`config.mk`:
```
export PLATFORM = sky130hd
export DESIGN_NAME = video_timing_gen
export DESIGN_NICKNAME = d
export VERILOG_FILES = /design/src/rtl/video_timing_gen.sv
export SDC_FILE = /design/constraint.sdc
export NUM_CORES = 1
export LEC_CHECK = 0
export ABC_AREA = 0
export CORE_UTILIZATION = 51
export CTS_BUF_LIST = sky130_fd_sc_hd__clkbuf_16
export DETAILED_ROUTE_END_ITERATION = 6
export GPL_TIMING_DRIVEN = 0
export PLACE_DENSITY = 0.71
export SETUP_SLACK_MARGIN = 0.4
export SLEW_MARGIN = 20
export SYNTH_ARGS = -nofsm -noshare
export SYNTH_HDL_FRONTEND = slang
export SYNTH_SLANG_ARGS = --single-unit
```
`constraint.sdc`:
```
create_clock -name i_clk -period 2 [get_ports i_clk]
set_input_delay 0.4 -clock i_clk [delete_from_list [all_inputs] [get_ports i_clk]]
set_output_delay 0.4 -clock i_clk [all_outputs]
set_load 0.02 [all_outputs]
```
`src/rtl/video_timing_gen.sv`:
```
// Raster timing generator: walks an (h,v) position across the frame and
// presents registered sync, blank, linear pixel index and start pulses.
module video_timing_gen #(
  parameter int H_ACTIVE = 640,
  parameter int H_FP     = 16,
  parameter int H_SYNC   = 96,
  parameter int H_BP     = 48,
  parameter int V_ACTIVE = 480,
  parameter int V_FP     = 10,
  parameter int V_SYNC   = 2,
  parameter int V_BP     = 33,
  parameter bit HS_POL   = 1'b0,
  parameter bit VS_POL   = 1'b0
) (
  input  logic        i_clk,
  input  logic        i_rst,
  input  logic        i_en,
  output logic        o_hsync,
  output logic        o_vsync,
  output logic        o_blank,
  output logic [20:0] o_pixel_pos,
  output logic        o_line_start,
  output logic        o_frame_start
);

  localparam int H_TOTAL = H_ACTIVE + H_FP + H_SYNC + H_BP;
  localparam int V_TOTAL = V_ACTIVE + V_FP + V_SYNC + V_BP;

  localparam logic [9:0] H_LAST = 10'(H_TOTAL - 1);
  localparam logic [9:0] V_LAST = 10'(V_TOTAL - 1);
  localparam logic [9:0] H_ACT  = 10'(H_ACTIVE);
  localparam logic [9:0] V_ACT  = 10'(V_ACTIVE);
  localparam logic [9:0] HS_BEG = 10'(H_ACTIVE + H_FP);
  localparam logic [9:0] HS_END = 10'(H_ACTIVE + H_FP + H_SYNC);
  localparam logic [9:0] VS_BEG = 10'(V_ACTIVE + V_FP);
  localparam logic [9:0] VS_END = 10'(V_ACTIVE + V_FP + V_SYNC);

  // Counters hold the position that the next enabled edge will present.
  logic [9:0]  h_cnt_q, h_cnt_d;
  logic [9:0]  v_cnt_q, v_cnt_d;
  logic [20:0] pix_cnt_q, pix_cnt_d;

  logic        hsync_q, hsync_d;
  logic        vsync_q, vsync_d;
  logic        blank_q, blank_d;
  logic [20:0] pixel_pos_q, pixel_pos_d;
  logic        line_start_q, line_start_d;
  logic        frame_start_q, frame_start_d;

  logic h_last, v_last;

  always_comb begin
    h_cnt_d       = h_cnt_q;
    v_cnt_d       = v_cnt_q;
    pix_cnt_d     = pix_cnt_q;
    hsync_d       = hsync_q;
    vsync_d       = vsync_q;
    blank_d       = blank_q;
    pixel_pos_d   = pixel_pos_q;
    line_start_d  = 1'b0;
    frame_start_d = 1'b0;
    h_last        = (h_cnt_q == H_LAST);
    v_last        = (v_cnt_q == V_LAST);

    if (i_en) begin
      hsync_d       = (h_cnt_q >= HS_BEG && h_cnt_q < HS_END) ? HS_POL : ~HS_POL;
      vsync_d       = (v_cnt_q >= VS_BEG && v_cnt_q < VS_END) ? VS_POL : ~VS_POL;
      blank_d       = !(h_cnt_q < H_ACT && v_cnt_q < V_ACT);
      pixel_pos_d   = pix_cnt_q;
      line_start_d  = (h_cnt_q == '0);
      frame_start_d = (h_cnt_q == '0) && (v_cnt_q == '0);

      if (h_last) begin
        h_cnt_d = '0;
        v_cnt_d = v_last ? '0 : v_cnt_q + 10'd1;
      end else begin
        h_cnt_d = h_cnt_q + 10'd1;
      end
      // The linear index wraps on the same edge as the frame, never on its own.
      pix_cnt_d = (h_last && v_last) ? '0 : pix_cnt_q + 21'd1;
    end
  end

  // NOTE: non-blocking assignments keep every flop sampling pre-edge values.
  always_ff @(posedge i_clk) begin
    if (i_rst) begin
      h_cnt_q       <= '0;
      v_cnt_q       <= '0;
      pix_cnt_q     <= '0;
      hsync_q       <= ~HS_POL;
      vsync_q       <= ~VS_POL;
      blank_q       <= 1'b1;
      pixel_pos_q   <= '0;
      line_start_q  <= 1'b0;
      frame_start_q <= 1'b0;
    end else begin
      h_cnt_q       <= h_cnt_d;
      v_cnt_q       <= v_cnt_d;
      pix_cnt_q     <= pix_cnt_d;
      hsync_q       <= hsync_d;
      vsync_q       <= vsync_d;
      blank_q       <= blank_d;
      pixel_pos_q   <= pixel_pos_d;
      line_start_q  <= line_start_d;
      frame_start_q <= frame_start_d;
    end
  end

  assign o_hsync       = hsync_q;
  assign o_vsync       = vsync_q;
  assign o_blank       = blank_q;
  assign o_pixel_pos   = pixel_pos_q;
  assign o_line_start  = line_start_q;
  assign o_frame_start = frame_start_q;

endmodule
```
* After elaboration in Yosys (flattened, before gate mapping)
Index checks and enable logic that the tools add are counted.
Word-level totals: word-level logic and storage cells 36, register bits after elaboration 67, output and inout port bits 26, input bits 3
Operators by class: mux-type cells 5, add/sub/neg operators 3, bitwise logic cells 1, magnitude comparators 6, eq/ne operators 2, reduce and logical (&&, ||, !) cells 10
Operator list (count):
- $add A21 B1 Y21 const B | 1
- $mux W21 | 1
- $add A10 B1 Y10 const B | 2
- $eq A10 B10 Y1 const B | 2
- $logic_not A10 Y1 | 2
- $lt A10 B10 Y1 const B | 2
- $lt A10 B9 Y1 const B | 2
- $mux W10 | 2
- $ge A10 B10 Y1 const B | 1
- $ge A10 B9 Y1 const B | 1
- $logic_and A1 B1 Y1 | 5
- $mux W1 | 2
- $reduce_and A2 Y1 | 1
- $reduce_or A2 Y1 | 1
- $logic_not A1 Y1 | 1
- $not A1 Y1 | 1

* Depth between registers and ports, before layout
Gate-level depths: netlist (run 1).
depth in word-level cells 3, depth in mapped cells 7, mapped depth without buffers 6

* Worst setup path before layout (run 1)
OpenSTA, ideal clock, no wires.
kind reg-to-reg, start reg h_cnt_q[0], end reg pix_cnt_q[2], period minus slack after synthesis 1.981 ns, path buffers 2, library setup time 0.118 ns, cell stages (with the launch flop) 8, path slack 0.019 ns, data required time 1.882 ns, arrival time 1.864 ns, path through dfxtp_1 ha_1 nand4_4 or3_4 buf_6 o21bai_2 buf_2 nor2_1
Between the ends: word-level cells in the longest chain between the ends 3
Ends and longest elaborated chain:
- start, declared | RTL line 39 | logic [9:0] h_cnt_q, h_cnt_d;
- start signal, assigned | RTL line 97 | h_cnt_q <= h_cnt_d;
- $eq A10 B10 Y1 | RTL line 62 | h_last = (h_cnt_q == H_LAST);
- $logic_and A1 B1 Y1 | RTL line 80 | pix_cnt_d = (h_last && v_last) ? '0 : pix_cnt_q + 21'd1;
- $mux W21 | RTL line 80
- end signal, assigned | RTL line 99 | pix_cnt_q <= pix_cnt_d;
- end, declared | RTL line 41 | logic [20:0] pix_cnt_q, pix_cnt_d;
Every way passes these cells. A chain may end at the register's enable or synchronous reset.

* Worst setup path after layout (run 1)
start reg h_cnt_q[7], end reg v_cnt_q[8]
Between the ends: word-level cells in the longest chain between the ends 2
Ends and longest elaborated chain:
- $eq A10 B10 Y1 | RTL line 62
- $reduce_and A2 Y1 (no source line)
- end signal, assigned | RTL line 98 | v_cnt_q <= v_cnt_d;
- end, declared | RTL line 40 | logic [9:0] v_cnt_q, v_cnt_d;
Every way passes these cells.

==> results.py, run 1 <==
metrics = {
    "global_routing": {
        "grt_pass1_vias": 2569,
        "grt_start_max_net_pins": 12,
        "antenna_found_initial": 0,
        "grt_pass1_wl_um": 12100,
        "grt-ovfl-total": 0,
        "groute.usage.overall_pct": 25.6,
    },
    "route": {
        "dr.pass1.iters": 4,
        "wl_per_cell_um": 16.2,
        "wl_met2_um": 3890,
        "drt_iter0_drc": 115,
        "topRoutingLayerUsed": "met4",
        "met1_length_um": 3250,
        "drc": 0,
        "wl_um": 7640,
        "via_per_inst": 5.64,
        "ant_nets": 0,
        "vias": 2658,
        "wl_met3_um": 323,
    },
    "critical_path": {
        "worstSetupStartpoint": "h_cnt_q[7]$_SDFFE_PP0P_",
        "cp-end-kind": "flop",
        "critPathKind": "flop to flop",
        "path_max_fanout": 3,
        "cp.required_ns": 2.26,
        "crit_arrival_ns": 2.12,
        "startpoint_type": "flop",
        "reg2reg_from": "h_cnt_q[7]$_SDFFE_PP0P_",
    },
    "status": {
        "outcome": "completed",
    },
    "timing": {
        "finalSetupTns_ns": 0,
        "setup_viol": 0,
        "fin_crit_ns": 1.86,
        "fin_skew_ns": 0.00491,
        "rsz0062_at_grt": "yes",
        "max_freq_ghz": 0.539,
        "period_share_pct": 92.8,
        "hold_slack_ns": 0.486,
        "slew_viol_final": 0,
        "slew_headroom_pct": 64.2,
        "worst_pin_slew_ns": 0.537,
        "hold_violations": 0,
    },
    "power_and_ir_drop": {
        "power_density_nw_per_um2": 733,
        "leakage_nw": 1.64,
        "ir_worst_vdd_mv": 0.573,
    },
    "finish": {
        "utilization_pct": 75.4,
        "fin_nets": 403,
        "syn_to_final_growth_pct": 41.9,
        "drive_gt1_share_pct": 30.6,
        "fill_cells": 376,
        "n_antenna_cell": 0,
    },
    "clock_tree": {
        "cts_sinks": 67,
        "cts_tree": "done",
        "clockBufferDepth": 2,
        "cts.clk_slew.worst_paths_ns": 0.05,
        "clk_latency_ns": 0.33,
        "cts_max_level": 3,
        "ctsHoldBuffers": 0,
        "numCtsBuffers": 9,
        "cts_root_buf": "clkbuf_16",
    },
    "floorplan": {
        "ios": 29,
        "core_um2": 5510,
        "die_x_um": 77.7,
        "die-area_um2": 6040,
        "initial_core_util_pct": 53.1,
        "dieHeight_um": 77.7,
        "rows": 27,
    },
    "logic_synthesis": {
        "syn_area_per_cell_um2": 9.08,
        "syn_inst": 322,
        "synth_top_area_share_pct": 45.9,
        "yosysUniqueCellTypes": 40,
        "yosysTopAreaCell": "dfxtp_1",
        "syn-cell-area_um2": 2930,
        "yosys_register_bits": 67,
        "synthTopCellsByArea": "dfxtp_1 (46%), mux2i_1 (7.5%), nor2_1 (6.5%), xnor2_1 (3.6%), xor2_1 (3.3%)",
        "yosys_warnings": 0,
        "ys_seq_area_share_pct": 45.9,
        "synth_nets": 331,
    },
    "placement": {
        "io_buffer_count": 27,
        "hpwl_um": 4070,
        "finalWeightedCongestion": 0.779,
    },
    "worst_hold_path": {
        "hold_class": "flop to flop",
        "min_from": "o_pixel_pos[5]$_SDFFE_PP0P_",
    },
    "flow_run": {
        "max_cap_viol_count": 0,
    },
}
-- state kept, by name, summed over array words and instances, names as in the netlist --
name           count
o_frame_start      1
h_cnt_q           10
o_blank            1
pix_cnt_q         21
o_hsync            1
o_pixel_pos       21
o_line_start       1
o_vsync            1
v_cnt_q           10
-- critical path, stage by stage (launching register included) --
cell and delay, ns:
dfxtp_4 0.34, nand4b_1 0.27, buf_4 0.22, or4_4 0.42, or4_4 0.42, a21oi_2 0.12
-- layer usage --
layer  track usage [%]  vias up
li1                  -     1278
met1              30.0     1290
met2              44.0       72
met3              6.59       18
met4              11.1        0
met5                 0        -
-- final timing paths --
kind	end	slack, ns	cells past startpoint
setup / recovery	v_cnt_q[8]$_SDFFE_PP0P_	0.14	5
hold / removal	o_pixel_pos[5]$_SDFFE_PP0P_	0.49	2
setup reg to reg	v_cnt_q[8]$_SDFFE_PP0P_	0.14	5
hold reg to reg	o_pixel_pos[5]$_SDFFE_PP0P_	0.49	2
-- where the power goes --
group | internal [W] | leakage (nW) | switching [W]
Sequential | 0.00135 | 0.551 | 0.0000124
Clock | 0.000948 | 0.141 | 0.000562
Combinational | 0.0000812 | 0.949 | 0.0000919
-- synthesized netlist by cell type, drive strengths merged --
cell type / count
dfxtp: 67
nor2: 51
mux2i: 22
a21oi: 18
nand3: 15
o21ai: 14
or3: 13
xnor2: 12
nand2: 11
xor2: 11
nand4: 10
and3: 8
buf: 8
clkbuf: 8
inv: 7
ha: 6
and4: 5
or4: 5
nand2b: 4
nor3: 4
nor4: 4
o31ai: 4
nor4b: 3
nor2b: 2
o21bai: 2
or2: 2
and2: 1
and2b: 1
and4b: 1
nand3b: 1
nand4b: 1
o211ai: 1
-- placed cells by master (no fill, tap or decap), types with 11 or more instances in the layout --
cell type and count:
xnor2_1 12, nand3_1 14, buf_4 27, a21oi_2 13, or3_1 11, mux2i_1 22
nand2_1 11, dfxtp_1 51, o21ai_0 13, nor2_1 39, dlygate4sd2_1 27
-- repair_timing --
item	in CTS	in global routing
endpoints found under the setup margin	89	59
pin swaps	12	6
resized for setup	72	38
buffers inserted	21	11
gates cloned	2	0
-- cells by family after synthesis --
logic type               share of synthesized area [%]
multiplexers                                      7.53
adder cells (fa/ha/maj)                           2.57
AND/OR/NAND/NOR                                   26.3
XOR/XNOR                                          6.89
flip-flops                                        45.9
AO/OA/AOI/OAI                                     7.53
buffers and inverters                             3.38
-- final cells by class --
type	count	area (um2)	area share (%)
buffer	16	114	2.74
clock buffer	9	225	5.43
clock inverter	7	61.3	1.48
inverter	7	28.8	0.693
multi-input combinational	232	1690	40.7
sequential	67	1380	33.2
tap	72	90.1	2.17
timing repair buffer	61	563	13.6
-- per-stage QoR --
stage	total power, W	cells	setup WS [ns]	instance area, um2
final	0.00304	471	0.144	4150
after global routing	0.00314	471	0.132	4150
after CTS	0.00306	460	0.199	3950
after detailed placement	0.00152	421	-0.508	3350
after global placement	0.00152	421	-0.512	3350
after floorplan	0.00148	322	0.221	2990
(Power assumes the default switching activity.)
==> run 2, diff against run 1 <==
CELL_PAD_IN_SITES_DETAIL_PLACEMENT = 0   (was default)
CELL_PAD_IN_SITES_GLOBAL_PLACEMENT = 1   (was default)
CORE_UTILIZATION = 39   (was 51)
==> results.py, run 2 (synthesized netlist as in run 1, its figures left out) <==
metrics = {
    "status": {
        "outcome": "completed",
    },
    "critical_path": {
        "critPathKind": "flop to flop",
        "slowest_delay_ns": 0.44,
        "worstSetupStartpoint": "h_cnt_q[7]$_SDFFE_PP0P_",
        "reg2reg_slack_ns": 0.18,
        "path_max_fanout": 4,
        "crit_arrival_ns": 2.08,
        "startpoint_type": "flop",
        "path_depth": 5,
        "reg2reg_to": "v_cnt_q[8]$_SDFFE_PP0P_",
        "crit_top_cell": "or4_4",
        "slowest_stage": "or4_4",
        "endpoint": "v_cnt_q[8]$_SDFFE_PP0P_",
        "crit_chain": "nand4b_1, buf_4, or4_4, or4_4, a21oi_2",
        "cp.required_ns": 2.27,
        "cp_num_buf_inv": 1,
        "r2r_cells": 5,
        "cp-end-kind": "flop",
        "reg2reg_from": "h_cnt_q[7]$_SDFFE_PP0P_",
        "crit_family": "simple AND/OR/NAND/NOR gates",
    },
    "finish": {
        "final_area_um2": 4010,
        "drive_gt1_share_pct": 26.2,
        "n_antenna_cell": 0,
        "layout_commonest_cell": "dfxtp_1",
        "fin_nets": 395,
        "syn_to_final_growth_pct": 37.1,
        "layout_common_cells": "dfxtp_1 (52), nor2_1 (37), dlygate4sd2_1 (27)",
    },
    "global_routing": {
        "grt-ovfl-total": 0,
        "grt_use_met3_pct": 4.01,
        "top_usage_layer": "met2",
        "antenna_found_initial": 0,
        "grt_use_met2_pct": 30.9,
        "grtUsageMet1_pct": 24.4,
        "groute.usage.overall_pct": 19.3,
        "grt_start_max_net_pins": 11,
        "grt_pass1_vias": 2334,
        "grt_pass1_wl_um": 11200,
    },
    "clock_tree": {
        "cts_tree": "done",
        "cts_max_level": 3,
        "ctsHoldBuffers": 0,
        "cts_root_buf": "clkbuf_16",
        "numCtsBuffers": 9,
        "clockBufferDepth": 2,
        "clk_latency_ns": 0.33,
        "cts_sinks": 67,
        "cts.clk_slew.worst_paths_ns": 0.05,
    },
    "route": {
        "wl_um": 6880,
        "drt_iter0_drc": 70,
        "wl_per_cell_um": 14.1,
        "via_per_inst": 5.04,
        "dr.pass1.iters": 4,
        "drc": 0,
        "vias": 2464,
        "ant_nets": 0,
    },
    "floorplan": {
        "ios": 29,
        "die-area_um2": 7850,
        "die_x_um": 88.6,
        "rows": 31,
        "dieHeight_um": 88.6,
        "initial_core_util_pct": 40.3,
        "core_um2": 7250,
    },
    "power_and_ir_drop": {
        "power_density_nw_per_um2": 717,
        "seqPwrFrac_pct": 47.3,
        "leakage_nw": 1.57,
        "p_int_w": 0.00223,
        "ir_worst_vdd_mv": 0.404,
        "p_sw_share_pct": 22.4,
        "pwr-share-comb_pct": 5.5,
        "p_switching_w": 0.000645,
        "clkPwrFrac_pct": 47.2,
    },
    "placement": {
        "io_buffer_count": 27,
        "place_area_um2": 3390,
        "finalWeightedCongestion": 0.736,
        "hpwl_um": 4320,
    },
    "timing": {
        "worst_pin_slew_ns": 0.513,
        "hold_slack_ns": 0.483,
        "hold_violations": 0,
        "fin_skew_ns": 0.00314,
        "rsz0062_at_grt": "yes",
        "slew_headroom_pct": 65.8,
        "slew_viol_final": 0,
        "setup_viol": 0,
        "period_share_pct": 90.9,
        "finalSetupTns_ns": 0,
        "max_freq_ghz": 0.550,
        "fin_crit_ns": 1.82,
    },
    "worst_hold_path": {
        "hold_path_depth": 2,
        "hold_class": "flop to flop",
        "min_from": "o_vsync$_SDFFE_PP1P_",
    },
    "flow_run": {
        "max_cap_viol_count": 0,
    },
}
==> run 2: routing by layer <==
layer / up-vias / wire, um
met1: 1163 / 3320
met4: 0 / 157
met3: 12 / 181
met2: 30 / 3220
met5: - / 0
li1: 1259 / -
==> run 2: worst min-delay path by stage <==
stage | end | slack (ns)
2_1_floorplan | pix_cnt_q[20]$_SDFFE_PP0P_ | 0.46
3_3_place_gp | pix_cnt_q[20]$_SDFFE_PP0P_ | 0.47
3_5_place_dp | o_vsync$_SDFFE_PP1P_ | 0.48
4_1_cts | pix_cnt_q[20]$_SDFFE_PP0P_ | 0.49
5_1_grt | o_pixel_pos[8]$_SDFFE_PP0P_ | 0.51
6_report | o_vsync$_SDFFE_PP1P_ | 0.48
==> run 2: stage by stage <==
step	worst slack (ns)	utilization, %	total power (W)	std cells
global placement	-0.544	46.7	0.00152	448
finish	0.182	55.3	0.00288	489
CTS	0.179	53.0	0.00290	480
detailed placement	-0.550	46.7	0.00152	448
global route	0.125	55.3	0.00296	489
floorplan	0.221	-	0.00148	322
==> run 2: area by class of cell <==
class / instances / area (um2)
Multi-Input combinational cell: 232 / 1630
Timing Repair Buffer: 53 / 498
Clock buffer: 9 / 225
Fill cell: 697 / 3240
Tap cell: 99 / 124
Inverter: 7 / 26.3
Sequential cell: 67 / 1370
Clock inverter: 6 / 26.3
Buffer: 16 / 109
==> run 2: timing repair <==
item,4_1_cts,5_1_grt
pin swaps,8,9
buffers inserted,15,8
setup endpoints to repair,89,38
cloned,2,1
resized for setup,60,34
==> run 2: worst register-to-register path, cell delays in order (launching register included) <==
cell	delay (ns)
dfxtp_4	0.35
nand4b_1	0.24
buf_4	0.19
or4_4	0.44
or4_4	0.43
a21oi_2	0.11
==> run 2: power by group through the flow <==
| stage | sequential, W | combinational, W | clock, W |
|---|---|---|---|
| final | 0.00136 | 0.000158 | 0.00136 |
| after CTS | 0.00136 | 0.000147 | 0.00139 |
| after global routing | 0.00136 | 0.000174 | 0.00143 |
| after floorplan | 0.00140 | 0.0000749 | 0 |
| after detailed placement | 0.00139 | 0.000126 | 0 |
| after global placement | 0.00139 | 0.000125 | 0 |
